<file path="src/rtl/cpu_trace_formatter_pkg.sv">
// cpu_trace_pkg: shared constants, FSM state encoding and the hex-nibble to
// ASCII helper for the CPU trace-line formatter.
//
// Contents:
//   ASCII_*    character codes used to build a trace line
//   KIND_*     record kind encoding (register write / memory write)
//   state_t    formatter FSM states, one per emitted character or field
//   hex_ascii  4-bit value -> '0'..'9' / 'a'..'f'
package cpu_trace_pkg;

    localparam logic [7:0] ASCII_CARET  = 8'h5E; // '^'
    localparam logic [7:0] ASCII_AT     = 8'h40; // '@'
    localparam logic [7:0] ASCII_COLON  = 8'h3A; // ':'
    localparam logic [7:0] ASCII_SPACE  = 8'h20; // ' '
    localparam logic [7:0] ASCII_DOLLAR = 8'h24; // '$'
    localparam logic [7:0] ASCII_STAR   = 8'h2A; // '*'
    localparam logic [7:0] ASCII_LT     = 8'h3C; // '<'
    localparam logic [7:0] ASCII_EQ     = 8'h3D; // '='
    localparam logic [7:0] ASCII_HASH   = 8'h23; // '#'
    localparam logic [7:0] ASCII_0      = 8'h30; // '0'
    localparam logic [7:0] ASCII_A      = 8'h61; // 'a' (lowercase only)

    localparam logic KIND_REG = 1'b0;
    localparam logic KIND_MEM = 1'b1;

    // Sixteen states exactly fill the 4-bit encoding.
    typedef enum logic [3:0] {
        S_IDLE,
        S_CARET,
        S_TIME,
        S_AT,
        S_PC,
        S_COLON,
        S_SP1,
        S_KIND,
        S_REGD,
        S_ADDR,
        S_SP2,
        S_LT,
        S_EQ,
        S_SP3,
        S_DATA,
        S_HASH
    } state_t;

    function automatic logic [7:0] hex_ascii(input logic [3:0] nib);
        if (nib < 4'd10) begin
            return ASCII_0 + 8'(nib);
        end
        return ASCII_A + 8'(nib) - 8'd10;
    endfunction

endpackage

</file>
<file path="src/rtl/cpu_trace_formatter_bin2bcd.sv">
// trace_bin2bcd: combinational binary to BCD converter (double dabble).
// The input is first clamped to 9999 so the result always fits in four
// decimal digits.
//
// Ports:
//   bin   in   14  unsigned binary value
//   bcd   out  16  four BCD digits, digit 3 (thousands) in [15:12]
//   ndig  out  3   number of significant digits, 1..4 (value 0 -> 1)
module trace_bin2bcd (
    input  logic [13:0] bin,
    output logic [15:0] bcd,
    output logic [2:0]  ndig
);

    logic [13:0] sat;
    assign sat = (bin > 14'd9999) ? 14'd9999 : bin;

    function automatic logic [3:0] add3(input logic [3:0] d);
        return (d >= 4'd5) ? d + 4'd3 : d;
    endfunction

    // stage[k] holds the BCD accumulator after k input bits were shifted in.
    logic [15:0] stage [0:14];
    assign stage[0] = '0;

    generate
        for (genvar gi = 0; gi < 14; gi++) begin : g_shift
            logic [3:0] a0;
            logic [3:0] a1;
            logic [3:0] a2;
            logic [2:0] a3;
            assign a0 = add3(stage[gi][3:0]);
            assign a1 = add3(stage[gi][7:4]);
            assign a2 = add3(stage[gi][11:8]);
            // The thousands digit can never exceed 4 before a shift because
            // the value is clamped to 9999, so its top bit is shifted out as 0.
            assign a3 = 3'(add3(stage[gi][15:12]));
            assign stage[gi+1] = {a3, a2, a1, a0, sat[13-gi]};
        end
    endgenerate

    assign bcd = stage[14];

    always_comb begin
        if (bcd[15:12] != 4'd0) begin
            ndig = 3'd4;
        end else if (bcd[11:8] != 4'd0) begin
            ndig = 3'd3;
        end else if (bcd[7:4] != 4'd0) begin
            ndig = 3'd2;
        end else begin
            ndig = 3'd1;
        end
    end

endmodule

</file>
<file path="src/rtl/cpu_trace_formatter.sv">
// cpu_trace_formatter: serializes one CPU write-back record as an ASCII trace
// line, one character per output handshake:
//   "^<time>@<pc>: $<reg> <= <data>#"   (register write)
//   "^<time>@<pc>: *<addr> <= <data>#"  (memory write)
// Time is decimal clamped to 9999, reg is decimal, hex fields are 8 lowercase
// digits.
//
// Ports:
//   clk, reset         clock, synchronous active-high reset
//   in_valid/in_ready  record handshake; all in_* fields latch on accept
//   in_kind            0 = register write, 1 = memory write
//   in_time            time stamp (TIME_W bits)
//   in_pc, in_addr     instruction / memory address
//   in_reg             destination register (REG_W bits)
//   in_data            written value
//   char_out/char_valid/char_ready  character stream handshake
//   busy               line in progress
//   line_done          pulse in the cycle '#' is accepted
module cpu_trace_formatter
    import cpu_trace_pkg::*;
#(
    parameter int TIME_W = 14,
    parameter int REG_W  = 5
) (
    input  logic              clk,
    input  logic              reset,
    input  logic              in_valid,
    output logic              in_ready,
    input  logic              in_kind,
    input  logic [TIME_W-1:0] in_time,
    input  logic [31:0]       in_pc,
    input  logic [REG_W-1:0]  in_reg,
    input  logic [31:0]       in_addr,
    input  logic [31:0]       in_data,
    output logic [7:0]        char_out,
    output logic              char_valid,
    input  logic              char_ready,
    output logic              busy,
    output logic              line_done
);

    state_t            state_reg, state_next;
    logic [3:0]        idx_reg, idx_next;

    logic              kind_reg;
    logic [TIME_W-1:0] time_reg;
    logic [31:0]       pc_reg;
    logic [REG_W-1:0]  reg_reg;
    logic [31:0]       addr_reg;
    logic [31:0]       data_reg;

    logic              active;
    logic              ready_int;
    logic              fire;
    logic              accept;
    logic              last;
    logic [7:0]        ch;

    // ------------------------------------------------------------------
    // Decimal conversion of the latched time stamp and register number
    // ------------------------------------------------------------------
    logic [13:0] time_bin;
    logic [13:0] reg_bin;
    logic [15:0] time_bcd;
    logic [15:0] reg_bcd;
    logic [2:0]  time_nd;
    logic [2:0]  reg_nd;

    assign time_bin = (32'(time_reg) > 32'd9999) ? 14'd9999 : 14'(time_reg);
    assign reg_bin  = 14'(reg_reg);

    trace_bin2bcd u_time_bcd (
        .bin  (time_bin),
        .bcd  (time_bcd),
        .ndig (time_nd)
    );

    trace_bin2bcd u_reg_bcd (
        .bin  (reg_bin),
        .bcd  (reg_bcd),
        .ndig (reg_nd)
    );

    // Digit 'sel' of an nd-digit decimal number, most significant first.
    function automatic logic [3:0] dec_digit(input logic [15:0] bcd,
                                             input logic [2:0]  nd,
                                             input logic [1:0]  sel);
        logic [1:0] pos;
        pos = 2'(nd - 3'd1) - sel;
        return bcd[{pos, 2'b00} +: 4];
    endfunction

    // Nibble 'sel' of a 32-bit word, bits [31:28] first.
    function automatic logic [3:0] hex_nibble(input logic [31:0] word,
                                              input logic [2:0]  sel);
        return word[{~sel, 2'b00} +: 4];
    endfunction

    // ------------------------------------------------------------------
    // Handshakes
    // ------------------------------------------------------------------
    assign active    = (state_reg != S_IDLE);
    assign ready_int = (state_reg == S_IDLE) || ((state_reg == S_HASH) && char_ready);
    assign fire      = active && char_ready;
    assign accept    = in_valid && ready_int;

    // Outputs are forced quiet for as long as reset is held.
    assign in_ready   = !reset && ready_int;
    assign char_valid = !reset && active;
    assign busy       = !reset && active;
    assign line_done  = !reset && (state_reg == S_HASH) && char_ready;
    assign char_out   = reset ? 8'h00 : ch;

    // ------------------------------------------------------------------
    // Record latch
    // ------------------------------------------------------------------
    always_ff @(posedge clk) begin
        if (reset) begin
            kind_reg <= KIND_REG;
            time_reg <= '0;
            pc_reg   <= '0;
            reg_reg  <= '0;
            addr_reg <= '0;
            data_reg <= '0;
        end else if (accept) begin
            kind_reg <= in_kind;
            time_reg <= in_time;
            pc_reg   <= in_pc;
            reg_reg  <= in_reg;
            addr_reg <= in_addr;
            data_reg <= in_data;
        end
    end

    // ------------------------------------------------------------------
    // FSM
    // ------------------------------------------------------------------
    always_ff @(posedge clk) begin
        if (reset) begin
            state_reg <= S_IDLE;
            idx_reg   <= 4'd0;
        end else begin
            state_reg <= state_next;
            idx_reg   <= idx_next;
        end
    end

    always_comb begin
        state_next = state_reg;
        idx_next   = idx_reg;
        ch         = 8'h00;
        // Single-character states are always on their last (only) character.
        last       = 1'b1;

        case (state_reg)
            S_IDLE: begin
                if (accept) begin
                    state_next = S_CARET;
                end
            end
            S_CARET: begin
                ch = ASCII_CARET;
                if (fire) state_next = S_TIME;
            end
            S_TIME: begin
                ch   = hex_ascii(dec_digit(time_bcd, time_nd, idx_reg[1:0]));
                last = (idx_reg == 4'(time_nd) - 4'd1);
                if (fire && last) state_next = S_AT;
            end
            S_AT: begin
                ch = ASCII_AT;
                if (fire) state_next = S_PC;
            end
            S_PC: begin
                ch   = hex_ascii(hex_nibble(pc_reg, idx_reg[2:0]));
                last = (idx_reg == 4'd7);
                if (fire && last) state_next = S_COLON;
            end
            S_COLON: begin
                ch = ASCII_COLON;
                if (fire) state_next = S_SP1;
            end
            S_SP1: begin
                ch = ASCII_SPACE;
                if (fire) state_next = S_KIND;
            end
            S_KIND: begin
                ch = (kind_reg == KIND_MEM) ? ASCII_STAR : ASCII_DOLLAR;
                if (fire) state_next = (kind_reg == KIND_MEM) ? S_ADDR : S_REGD;
            end
            S_REGD: begin
                ch   = hex_ascii(dec_digit(reg_bcd, reg_nd, idx_reg[1:0]));
                last = (idx_reg == 4'(reg_nd) - 4'd1);
                if (fire && last) state_next = S_SP2;
            end
            S_ADDR: begin
                ch   = hex_ascii(hex_nibble(addr_reg, idx_reg[2:0]));
                last = (idx_reg == 4'd7);
                if (fire && last) state_next = S_SP2;
            end
            S_SP2: begin
                ch = ASCII_SPACE;
                if (fire) state_next = S_LT;
            end
            S_LT: begin
                ch = ASCII_LT;
                if (fire) state_next = S_EQ;
            end
            S_EQ: begin
                ch = ASCII_EQ;
                if (fire) state_next = S_SP3;
            end
            S_SP3: begin
                ch = ASCII_SPACE;
                if (fire) state_next = S_DATA;
            end
            S_DATA: begin
                ch   = hex_ascii(hex_nibble(data_reg, idx_reg[2:0]));
                last = (idx_reg == 4'd7);
                if (fire && last) state_next = S_HASH;
            end
            S_HASH: begin
                ch = ASCII_HASH;
                // A record accepted together with '#' starts the next line
                // immediately, without passing through IDLE.
                if (fire) state_next = accept ? S_CARET : S_IDLE;
            end
            default: begin
                state_next = S_IDLE;
            end
        endcase

        // Digit index steps within a field and restarts at 0 for the next one.
        if (fire) begin
            idx_next = last ? 4'd0 : idx_reg + 4'd1;
        end
    end

endmodule

</file>
<file path="config.mk">
export PLATFORM = sky130hd
export DESIGN_NAME = cpu_trace_formatter
export DESIGN_NICKNAME = d
export VERILOG_FILES = /design/src/rtl/cpu_trace_formatter_pkg.sv /design/src/rtl/cpu_trace_formatter_bin2bcd.sv /design/src/rtl/cpu_trace_formatter.sv
export SDC_FILE = /design/constraint.sdc
export NUM_CORES = 1
export LEC_CHECK = 0
export CAP_MARGIN = 0
export CORE_UTILIZATION = 50
export CTS_BUF_LIST = sky130_fd_sc_hd__clkbuf_4 sky130_fd_sc_hd__clkbuf_8
export DETAILED_ROUTE_END_ITERATION = 10
export DONT_BUFFER_PORTS = 1
export HOLD_SLACK_MARGIN = 0.12
export PLACE_DENSITY = 0.7
export SYNTH_ARGS = -nofsm -noshare
export SYNTH_HDL_FRONTEND = slang
export SYNTH_SLANG_ARGS = --single-unit
</file>
<file path="constraint.sdc">
create_clock -name clk -period 26.8 [get_ports clk]
set_input_delay 5.36 -clock clk [delete_from_list [all_inputs] [get_ports clk]]
set_output_delay 5.36 -clock clk [all_outputs]
set_load 0.03 [all_outputs]
</file>
==> metrics.cfg, run 1 <==
[outcome]
status = complete, no violations

[die]
dieArea_um2 = 21800
ioPinCount = 132
rows = 52
core-area_um2 = 20600
initial_core_util = 0.517
floorplan.die.height_um = 148
die_w_um = 148

[yosys]
synth_area_per_cell_um2 = 7.42
synth_sequential_area_ratio = 0.234
synth_edf_count = 0
ys_seq_elements = 124
synthCells = 1432
synth.distinct_cells = 103
yosysWarningCount = 0
async_reset_ff_frac = 0
synth_ff_type = sky130_fd_sc_hd__dfxtp_1
synthesis.area_um2 = 10600

[sta]
timing.final.max_slew_violations = 0
worst_slew_margin_rel = 0.351
fraction_of_the_cycle_the_final_worst_path_needs = 0.774
timing.final.setup_violations = 0
clock.fmax_ghz = 0.0482
rsz0062_at_grt = false
final.setup.tns_ns = 0
shortest_clock_period_the_worst_path_allows_after_layout_ns = 20.75
skew_ns = 0.0157
final_report_hold_violation_count = 0
timing_worst_slew_pin_value_ns = 0.972
finalWorstSetupSlack_ns = 6.05

[placement]
hpwl_um = 19500
placed_cells_incl_taps = 1626
dp_slack_ns = 6.68
numPortBuffers = 0
gp_routability_congestion = 0.941

[finish]
num_antenna_cells = 0
syn2layout_area_growth_pct = 3.62
final_nets = 1539
drive_gt1_frac = 0.0887
finish.cell_count_without_fillers = 1657

[route]
detail_route.vias_per_cell = 6.06
per_cell_routed_wire_length_um = 16.0
drc_errors = 0
detail_route.wirelength_um = 26600
drtIter0Drc = 704
drt_first_pass_iters = 5
antenna_violating_nets_left = 0
route.vias.total = 10034

[clocking]
cts_sinks = 124
cts_repair_resizes = 0
cts_made_buffers = 17
post_cts.repair.setup_buffers = 0
h_tree_depth = 4
post_cts_hold_buffer_count = 0
worst_setup_hold_path_clk_slew_ns = 0.08
tritoncts = yes
cts-root-buf = sky130_fd_sc_hd__clkbuf_8
clockBufferDepth = 2
clock_insertion_delay_worst_skew_ns = 0.44

[run]
max-cap-violations = 0

[critical_path]
crit_type = register to output port
worst_path_largest_cell_delay_ns = 0.71
timing.critical_path.mode_cell = sky130_fd_sc_hd__ha_1
cp-start-kind = register
path_buf_inv = 7
worst_path_dominant_cell_family = compound AO/OA/AOI/OAI gates
worstPathMaxFanout = 21
cp.required_ns = 21.44
crit_path_end_kind = output port
critical_path_arrival_ns = 15.39
timing.critical_path.slowest_stage_cell = sky130_fd_sc_hd__dfxtp_1

[global_routing]
grt_remaining_overflow = 0
grt_pass1_vias = 9274
grt_start_max_net_pins = 127
grt.total_usage = 0.245
grt_first_pass_wirelength_um = 44200
antenna_found_initial = 0

[hold_path]
hp-class = register to register

per-layer routing:
layer  wire length, um  track usage
met1             12200        0.328
met2             11900        0.386
met3              1840       0.0543
met4               629       0.0861
met5                 0            0
cell usage after synthesis (all sizes together) (8+ instances only):
| cell | count | area (um^2) |
|---|---|---|
| nand2 | 327 | 1230 |
| a21oi | 178 | 902 |
| dfxtp | 124 | 2480 |
| nor2 | 86 | 333 |
| clkbuf | 63 | 236 |
| o21ai | 62 | 337 |
| inv | 49 | 184 |
| mux2i | 49 | 523 |
| ha | 44 | 551 |
| nand3 | 34 | 170 |
| xnor2 | 29 | 284 |
| nor3 | 26 | 140 |
| mux4 | 24 | 541 |
| buf | 21 | 125 |
| a211oi | 19 | 158 |
| nand2b | 19 | 119 |
| mux2 | 18 | 210 |
| a31oi | 17 | 121 |
| nor2b | 15 | 93.8 |
| and2 | 14 | 87.6 |
| a22oi | 11 | 87.6 |
| o211ai | 11 | 82.6 |
| o21a | 11 | 82.6 |
| xor2 | 11 | 104 |
| a21boi | 9 | 67.6 |
| a21o | 9 | 67.6 |
| o22ai | 9 | 56.3 |
| a2111oi | 8 | 96.3 |
| and3 | 8 | 55.1 |
| o221ai | 8 | 70.1 |
per-stage QoR:
stage / area (um^2) / utilization / hold slack (ns)
after floorplan: 10600 / - / 0.431
after global placement: 10700 / 0.518 / 0.433
after detailed placement: 10700 / 0.518 / 0.438
after CTS: 11000 / 0.535 / 0.448
after global routing: 11000 / 0.535 / 0.467
final: 11000 / 0.535 / 0.451
tightest hold or removal path: stages (launching register included):
cell and delay [ns]:
sky130_fd_sc_hd__dfxtp_1 0.31, sky130_fd_sc_hd__nand2_1 0.05, sky130_fd_sc_hd__a21oi_1 0.05
cell type report:
type / count / area [um^2]
Inverter: 50 / 188
Timing Repair Buffer: 5 / 37.5
Tap cell: 270 / 338
Sequential cell: 124 / 2480
Multi-Input combinational cell: 1177 / 7610
Clock inverter: 12 / 92.6
Clock buffer: 19 / 255
Fill cell: 2037 / 9550
cells by family after synthesis:
| group | Yosys count | share of synthesized area |
|---|---|---|
| AOI/OAI and AO/OA | 423 | 0.265 |
| xor gates and xnor gates | 41 | 0.0386 |
| adders and majority gates | 44 | 0.0518 |
| buffers and inverters | 134 | 0.0517 |
| DFF | 124 | 0.234 |
| muxes | 91 | 0.120 |
| other | 1 | 0.000353 |
| and+or+nand+nor | 574 | 0.239 |
worst paths after layout:
path / cells after the start / slack [ns] / to / from
worst min register to register: 2 / 0.45 / addr_reg[21]$_SDFFE_PP0P_ / addr_reg[21]$_SDFFE_PP0P_
worst min-delay path: 2 / 0.45 / addr_reg[21]$_SDFFE_PP0P_ / addr_reg[21]$_SDFFE_PP0P_
worst max register to register: 58 / 13.02 / state_reg[0]$_SDFFE_PP0P_ / time_reg[13]$_SDFFE_PP0P_
worst max-delay path: 62 / 6.05 / char_out[1] / time_reg[13]$_SDFFE_PP0P_
placed cells by master (no fill, tap or decap), types with 7 or more instances in the layout:
cell type,Yosys,layout
sky130_fd_sc_hd__or3_1,7,7
sky130_fd_sc_hd__a21o_1,9,9
sky130_fd_sc_hd__o211ai_1,11,11
sky130_fd_sc_hd__nand2_1,327,326
sky130_fd_sc_hd__o21a_1,11,11
sky130_fd_sc_hd__o21ai_0,49,49
sky130_fd_sc_hd__inv_1,47,47
sky130_fd_sc_hd__and3_1,7,7
sky130_fd_sc_hd__nand3_1,34,34
sky130_fd_sc_hd__o21ai_1,8,8
sky130_fd_sc_hd__o221ai_1,8,8
sky130_fd_sc_hd__dfxtp_1,124,123
sky130_fd_sc_hd__mux2i_1,45,45
sky130_fd_sc_hd__nor3_1,24,24
sky130_fd_sc_hd__mux2_2,14,14
sky130_fd_sc_hd__nor4_1,7,7
sky130_fd_sc_hd__xor2_1,10,10
sky130_fd_sc_hd__clkbuf_8,0,18
sky130_fd_sc_hd__a22oi_1,10,10
sky130_fd_sc_hd__ha_1,44,44
sky130_fd_sc_hd__nor2_1,84,84
sky130_fd_sc_hd__a31oi_1,16,16
sky130_fd_sc_hd__nand2b_1,19,19
sky130_fd_sc_hd__xnor2_1,25,25
sky130_fd_sc_hd__and2_1,13,12
sky130_fd_sc_hd__mux4_2,24,24
sky130_fd_sc_hd__o22ai_1,9,9
sky130_fd_sc_hd__a211oi_1,16,16
sky130_fd_sc_hd__a21oi_1,177,177
sky130_fd_sc_hd__nor2b_1,15,15
Power of run 1 is not shown: default switching activity piles up to over one toggle a cycle in this logic, so the estimate is an artifact.
==> inputs of run 2 (changes only) <==
PLACE_DENSITY = 0.73   (was 0.7)
clock period = 18.1 ns   (was 26.8 ns; I/O delays follow)
==> run 2 against run 1 <==
Hold slack about the same. Clock skew decreased by 0.0018 ns. Via count rose by 2.4%. Non-clock buffer count up 17. Global-route usage down 0.22 points. Critical path depth unchanged. Flip-flop and latch count did not move. Die area stayed put. Setup slack worse by 5.2 ns. Clock-buffer cell count shrank 2.
==> metrics.cfg, run 2 (synthesis gave the netlist of run 1 again) <==
[placement]
numPortBuffers = 0
hpwl_um = 19400
gp_routability_congestion = 0.968
placed_cells_incl_taps = 1630

[clocking]
h_tree_depth = 4
clock_insertion_delay_worst_skew_ns = 0.45
tritoncts = yes
cts_made_buffers = 17
post_cts_hold_buffer_count = 0
worst_setup_hold_path_clk_slew_ns = 0.09
cts_sinks = 124
clockBufferDepth = 2
cts-root-buf = sky130_fd_sc_hd__clkbuf_8

[global_routing]
grt.total_usage = 0.242
grt_start_max_net_pins = 127
grt_remaining_overflow = 0
grt_pass1_vias = 9274
antenna_found_initial = 0
grt_first_pass_wirelength_um = 43900

[sta]
shortest_clock_period_the_worst_path_allows_after_layout_ns = 17.24
worst_slew_margin_rel = 0.267
fraction_of_the_cycle_the_final_worst_path_needs = 0.953
skew_ns = 0.0139
timing.final.max_slew_violations = 0
timing_worst_slew_pin_value_ns = 1.10
final_report_hold_violation_count = 0
clock.fmax_ghz = 0.0580
final.setup.tns_ns = 0
timing.final.setup_violations = 0
hold-worst-slack_ns = 0.451

[route]
drc_errors = 0
antenna_violating_nets_left = 0
drt_first_pass_iters = 7
per_cell_routed_wire_length_um = 16.2
route.vias.total = 10273
drtIter0Drc = 766
detail_route.wirelength_um = 27100
detail_route.vias_per_cell = 6.13

[hold_path]
hp-class = register to register
timing.hold.worst.start = reg_reg[0]$_SDFFE_PP0P_

[critical_path]
timing.critical_path.mode_cell = sky130_fd_sc_hd__ha_1
worstPathMaxFanout = 13
worst_path_dominant_cell_family = compound AO/OA/AOI/OAI gates
path_buf_inv = 7
crit_path_end_kind = output port
timing.critical_path.slowest_stage_cell = sky130_fd_sc_hd__or4_1
cp-start-kind = register
worstSetupStartpoint = time_reg[12]$_SDFFE_PP0P_
critical_path_arrival_ns = 13.62
worst_path_largest_cell_delay_ns = 0.55
crit_type = register to output port
cp.required_ns = 14.48
regToRegStartpoint = time_reg[12]$_SDFFE_PP0P_

[outcome]
status = complete, no violations

[die]
core-area_um2 = 20600
die_w_um = 148
rows = 52
ioPinCount = 132
initial_core_util = 0.517
dieArea_um2 = 21800
floorplan.die.height_um = 148

[finish]
final.fill_count = 1957
final_common_cell = sky130_fd_sc_hd__nand2_1
num_antenna_cells = 0
finish.cell_count_without_fillers = 1675
commonest_cells_after_routing_fill_and_taps_aside = sky130_fd_sc_hd__nand2_1, sky130_fd_sc_hd__a21oi_1, sky130_fd_sc_hd__dfxtp_1, sky130_fd_sc_hd__nor2_1, sky130_fd_sc_hd__o21ai_0
final_nets = 1556
drive_gt1_frac = 0.112
syn2layout_area_growth_pct = 6.40

[run]
max-cap-violations = 0

==> run 2: per-stage QoR <==
stage          setup WS (ns)   util  cell area [um^2]
5_1_grt              -0.0776  0.550             11300
3_5_place_dp         -0.0454  0.520             10700
6_report               0.858  0.550             11300
4_1_cts               0.0896  0.541             11100
3_3_place_gp           0.602  0.520             10700
2_1_floorplan           1.20      -             10600
==> run 2: what timing repair did <==
| action | CTS | global route |
|---|---|---|
| endpoints found under the setup margin | 6 | 6 |
| buffers inserted | 2 | 11 |
| resized for setup | 5 | 21 |
| pin swaps | 1 | 6 |
==> run 2: tightest hold or removal path, stage by stage (launching register included) <==
cell                      delay [ns]
sky130_fd_sc_hd__dfxtp_1        0.31
sky130_fd_sc_hd__nand2_1        0.05
sky130_fd_sc_hd__a21oi_1        0.05
==> run 2: area by class of cell <==
cell class,instances,area [um^2],share of cell area
clock buffer,17,234,0.0207
clock inverter,15,171,0.0152
inverter,50,188,0.0166
multi-input combinational,1177,7720,0.683
sequential,124,2490,0.220
tap,270,338,0.0299
timing repair buffer,22,165,0.0146
==> run 2: final timing paths <==
path                            cells after the start                        end  slack, ns
worst max-delay path                               62                char_out[1]       0.86
worst min-delay path                                2    reg_reg[0]$_SDFFE_PP0P_       0.45
worst max register to register                     57  state_reg[0]$_SDFFE_PP0P_       5.79
worst min register to register                      2    reg_reg[0]$_SDFFE_PP0P_       0.45
==> run 2: routing by layer <==
| metal | routed length [um] | GRT usage |
|---|---|---|
| met5 | 0 | 0 |
| met4 | 683 | 0.0814 |
| met3 | 2280 | 0.0645 |
| met2 | 12300 | 0.392 |
| met1 | 11800 | 0.312 |
Power of run 2 is left out for the same reason.
